==> config.mk <==
export PLATFORM = sky130hd
export DESIGN_NAME = first_nios2_system_sysid_arbiter
export DESIGN_NICKNAME = d
export VERILOG_FILES = /design/src/rtl/first_nios2_system_sysid_arb_pkg.sv /design/src/rtl/first_nios2_system_sysid_arbiter_rr_pick2.sv /design/src/rtl/first_nios2_system_sysid_arbiter.sv
export SDC_FILE = /design/constraint.sdc
export NUM_CORES = 1
export LEC_CHECK = 0
export CORE_MARGIN = 1.5
export CORE_UTILIZATION = 40
export DETAILED_ROUTE_END_ITERATION = 12
export MAX_ROUTING_LAYER = met4
export PLACE_DENSITY = 0.76
export SYNTH_ARGS = -nofsm -noshare
export SYNTH_HDL_FRONTEND = slang
export SYNTH_HIERARCHICAL = 1
export SYNTH_SLANG_ARGS = --single-unit
==> constraint.sdc <==
create_clock -name clock -period 1.6 [get_ports clock]
set_input_delay 0.32 -clock clock [delete_from_list [all_inputs] [get_ports clock]]
set_output_delay 0.32 -clock clock [all_outputs]
set_load 0.02 [all_outputs]
==> src/rtl/first_nios2_system_sysid_arb_pkg.sv <==
// Shared types and constants for the two-master sysid read arbiter.
package first_nios2_system_sysid_arb_pkg;

  typedef enum logic [1:0] {
    IDLE = 2'd0,
    WAIT = 2'd1,
    DONE = 2'd2
  } arb_state_t;

  typedef logic grant_t;

  localparam int MAX_SLAVE_LATENCY = 15;
  localparam int WAIT_CNT_W        = 4;

  typedef logic [WAIT_CNT_W-1:0] wait_cnt_t;

endpackage

==> src/rtl/first_nios2_system_sysid_arbiter_rr_pick2.sv <==
// Combinational two-way round-robin picker: on a tie the master that did not win last time wins.
module sysid_rr_pick2
  import first_nios2_system_sysid_arb_pkg::*;
(
  input  logic [1:0] req,
  input  grant_t     last_grant,
  output grant_t     grant,
  output logic       valid
);

  always_comb begin
    valid = |req;
    if (req == 2'b11) grant = ~last_grant;
    else              grant = req[1];
  end

endmodule

==> src/rtl/first_nios2_system_sysid_arbiter.sv <==
// Two-master Avalon-MM read arbiter in front of one combinational read-only slave.
//   state | meaning
//   IDLE  | no transfer; requests sampled and arbitrated
//   WAIT  | slave address driven, counting down SLAVE_LATENCY cycles
//   DONE  | winner's waitrequest low for one cycle, then back to IDLE
module first_nios2_system_sysid_arbiter
  import first_nios2_system_sysid_arb_pkg::*;
#(
  parameter int ADDR_W        = 1,
  parameter int DATA_W        = 32,
  parameter int SLAVE_LATENCY = 1
) (
  input  logic              clock,
  input  logic              reset_n,
  input  logic              m0_read,
  input  logic [ADDR_W-1:0] m0_address,
  output logic              m0_waitrequest,
  output logic [DATA_W-1:0] m0_readdata,
  input  logic              m1_read,
  input  logic [ADDR_W-1:0] m1_address,
  output logic              m1_waitrequest,
  output logic [DATA_W-1:0] m1_readdata,
  output logic [ADDR_W-1:0] s_address,
  input  logic [DATA_W-1:0] s_readdata,
  output logic              busy
);

  if (SLAVE_LATENCY < 1 || SLAVE_LATENCY > MAX_SLAVE_LATENCY) begin : g_bad_latency
    $error("SLAVE_LATENCY out of range 1..15");
  end

  localparam wait_cnt_t WAIT_LOAD = wait_cnt_t'(SLAVE_LATENCY - 1);

  arb_state_t state;
  grant_t     last_grant;
  wait_cnt_t  wait_cnt;
  grant_t     pick_grant;
  logic       pick_valid;

  sysid_rr_pick2 u_pick (
    .req        ({m1_read, m0_read}),
    .last_grant (last_grant),
    .grant      (pick_grant),
    .valid      (pick_valid)
  );

  // last_grant doubles as the grant of the transfer in flight; s_address is the address latch.
  always_ff @(posedge clock or negedge reset_n) begin
    if (!reset_n) begin
      state          <= IDLE;
      last_grant     <= 1'b1;
      wait_cnt       <= '0;
      s_address      <= '0;
      m0_readdata    <= '0;
      m1_readdata    <= '0;
      m0_waitrequest <= 1'b1;
      m1_waitrequest <= 1'b1;
      busy           <= 1'b0;
    end else begin
      case (state)
        IDLE: begin
          if (pick_valid) begin
            last_grant <= pick_grant;
            s_address  <= pick_grant ? m1_address : m0_address;
            wait_cnt   <= WAIT_LOAD;
            busy       <= 1'b1;
            state      <= WAIT;
          end
        end
        WAIT: begin
          if (wait_cnt == '0) begin
            if (last_grant) begin
              m1_readdata    <= s_readdata;
              m1_waitrequest <= 1'b0;
            end else begin
              m0_readdata    <= s_readdata;
              m0_waitrequest <= 1'b0;
            end
            state <= DONE;
          end else begin
            wait_cnt <= wait_cnt - 1'b1;
          end
        end
        DONE: begin
          m0_waitrequest <= 1'b1;
          m1_waitrequest <= 1'b1;
          s_address      <= '0;
          busy           <= 1'b0;
          state          <= IDLE;
        end
        default: state <= IDLE;
      endcase
    end
  end

endmodule

==> run_results.csv <==
group,metric,value,unit
yosys,async_reset_ff_frac,1.00,
floorplanning,rows,31,
yosys,yosys-top-cells-area,"dfrtp_1, mux2_2, dfstp_2",
place,dpl.hpwl,4.29,mm
setup_path,path_class,"flop to flop",
setup_path,reg2reg_depth,4,
timing,fin_crit_sh,0.997,
timing,setup_viol_count_final,0,
finish,layoutNonFillerInstCount,416,
floorplanning,io_pins,106,
finish,layout_commonest_cell,"dfrtp_1",
clock_tree,clock_sinks,75,
route,antenna_left,0,
global_routing,grtUsageTotal,0.166,
finish,nets,352,
finish,drive_above_1_share,0.331,
yosys,yosysSeqAreaShare,0.634,
setup_path,r2r_slack,0.004,ns
clock_tree,tritoncts,"yes",
route,via_per_inst,4.72,
finish,n_antenna_cell,0,
timing,rsz0062_at_grt,"yes",
timing,fmax,627,MHz
route,wl_per_cell,14.8,um
clock_tree,clockBufferDepth,2,
global_routing,grt_pass1_wl,9.39,mm
setup_path,cp.arrival,1.82,ns
global_routing,grt_start_max_net_pins,76,
finish,nFillCells,605,
floorplanning,die-area,0.00794,mm^2
place,place_congestion,0.770,
clock_tree,cts_inserted_buffers,9,
timing,hold_viol,10,
yosys,yosys.area.top_type_share,0.607,
floorplanning,die_h,89.1,um
yosys,synth-edff-count,0,
timing,whs,-0.00706,ns
floorplanning,initial_utilization,0.411,
pwr,powerDensity,2190,mW/mm^2
clock_tree,cts_root_buf,"clkbuf_8",
timing,finClkSkew,0.00551,ns
global_routing,grt_pass1_vias,1996,
setup_path,r2r-end,"m1_readdata[31]",
clock_tree,htreeDepth,3,
yosys,synth_flop_cell,"dfrtp_1",
setup_path,path_max_fanout,20,
setup_path,cp-endpoint,"m1_readdata[31]",
route,routed_wl,6.15,mm
setup_path,cp-start-kind,"flop",
yosys,synth-seq-cells,75,
route,drcViolationCount,0,
yosys,synth.avg_cell_area,15.8,um^2
global_routing,grt.overflow.total,0,
route,num_vias,1965,
timing,min_period,1.60,ns
yosys,syn_area,0.00297,mm^2
pwr,irDropWorstVdd,0.00110,V
finish,area_growth,49.5,%
yosys,syn-num-nets,228,
timing,drv_slew,0,
setup_path,critical_path.startpoint,"wait_cnt[3]",
status,outcome,"finished with violations",
hold_path,hp-class,"input pin to asynchronous set/reset pin",
setup_path,cp-end-kind,"flop",
status,violations,"hold timing",
global_routing,antenna_found_initial,0,
setup_path,critPathRequiredTime,1.82,ns
yosys,synth_cells,188,
yosys,yosysUniqueCellTypes,27,
setup_path,r2r_start,"wait_cnt[3]",
clock_tree,insertion_delay,0.34,ns
timing,slew_headroom,0.739,
finish,final_cell_mix,"dfrtp_1, dlygate4sd2_1, mux2_2",
timing,max_slew.worst_pin.slew,0.391,ns
floorplanning,die_w,89.1,um
clock_tree,clkTransAtPathRegs,0.07,ns
place,dp.cells,399,
job,max_cap_viol_count,0,
pwr,power.leakage,2.06,nW
yosys,yosysTopAreaCell,"dfrtp_1",
place,port_buffers,105,
route,drt-initial-drc-count,52,
floorplanning,core_area,0.00721,mm^2
route,first_pass_iters,4,
yosys,synth_warnings,6,
-- worst max-delay path, cell delays in order (launching register included) --
cell and delay [ns]:
dfrtp_1 0.41, nor4b_4 0.29, and3_4 0.25, buf_12 0.17, mux2_2 0.35
-- state kept, by name, indices dropped and copies added, names as in the netlist --
register        count
busy                1
last_grant          1
m0_readdata        32
m0_waitrequest      1
m1_readdata        32
m1_waitrequest      1
s_address           1
state               2
wait_cnt            4
-- final cells by class --
cell class                 count  area [um^2]  area share
multi-input combinational    101         1050       0.236
tap                           99          124      0.0279
clock buffer                  11          151      0.0341
clock inverter                 5         75.1      0.0169
inverter                       5         18.8     0.00423
sequential                    75         1880       0.424
timing repair buffer         120         1140       0.257
-- layer usage --
| layer | routed length, um | share of wire | vias up | global-route usage |
|---|---|---|---|---|
| met4 | 65 | 0.011 | 0 | 0.0587 |
| met3 | 405 | 0.066 | 6 | 0.0609 |
| li1 | - | - | 908 | - |
| met1 | 2620 | 0.43 | 984 | 0.192 |
| met2 | 3060 | 0.50 | 67 | 0.268 |
| met5 | 0 | 0 | - | - |
-- worst min-delay path by stage --
stage                     cells past startpoint  slack [ns]               to    start
after detailed placement                      2        0.37  m0_readdata[10]  reset_n
after CTS                                     2       0.002  m0_readdata[10]  reset_n
after global routing                          2        0.01  m1_readdata[12]  reset_n
final                                         2      -0.007  m0_readdata[10]  reset_n
after global placement                        2        0.37  m0_readdata[13]  reset_n
after floorplan                               0        0.02             busy  reset_n
-- power breakdown --
part           internal [mW]  switching, mW  total, mW
clock                  0.956          0.676       1.63
combinational           2.38           2.33       4.71
sequential              2.89          0.460       3.35
total                   6.23           3.47       9.70
-- through the flow --
stage          instance area (um^2)  TNS [ns]  power, mW  setup WS [ns]  utilization
6_report                       4440         0       9.70        0.00414        0.615
5_1_grt                        4440     -3.49       10.3        -0.0844        0.615
4_1_cts                        4380   -0.0450       9.66        -0.0111        0.607
3_5_place_dp                   4230    -0.854       8.65         -0.227        0.587
3_3_place_gp                   4230    -0.395       8.51         -0.172        0.587
2_1_floorplan                  2970    -0.925       6.18        -0.0330            -
-- repair_timing --
| action | 4_1_cts | 5_1_grt |
|---|---|---|
| resized for setup | 69 | 14 |
| hold endpoints to repair | 0 | 0 |
| setup buffers | 0 | 1 |
| endpoints found under the setup margin | 89 | 65 |
| hold buffers | 0 | 0 |
| pin swaps | 1 | 0 |
-- synthesized netlist by cell type (2+ instances only) --
cell type   n
nor2_1      3
ha_1        2
buf_6       6
nand2_1     3
o21bai_1    2
a21oi_1     2
mux2_1      2
mux2_2     63
inv_1       5
o21ai_0     5
dfstp_2     3
nor2b_1     2
mux2i_1     4
nor3_1      2
dfrtp_1    72
-- logic make-up (layout without fill, tap and decap cells) --
logic type      Yosys count  after routing  share of synthesized area
fa+ha+maj                 2              2                    0.00843
mux                      69             69                      0.260
flops                    75             75                      0.634
simple gates             18             18                     0.0413
compound gates           12             12                     0.0245
buf+inv                  12            141                     0.0316
No activity file was read; power rests on OpenSTA's default activity.
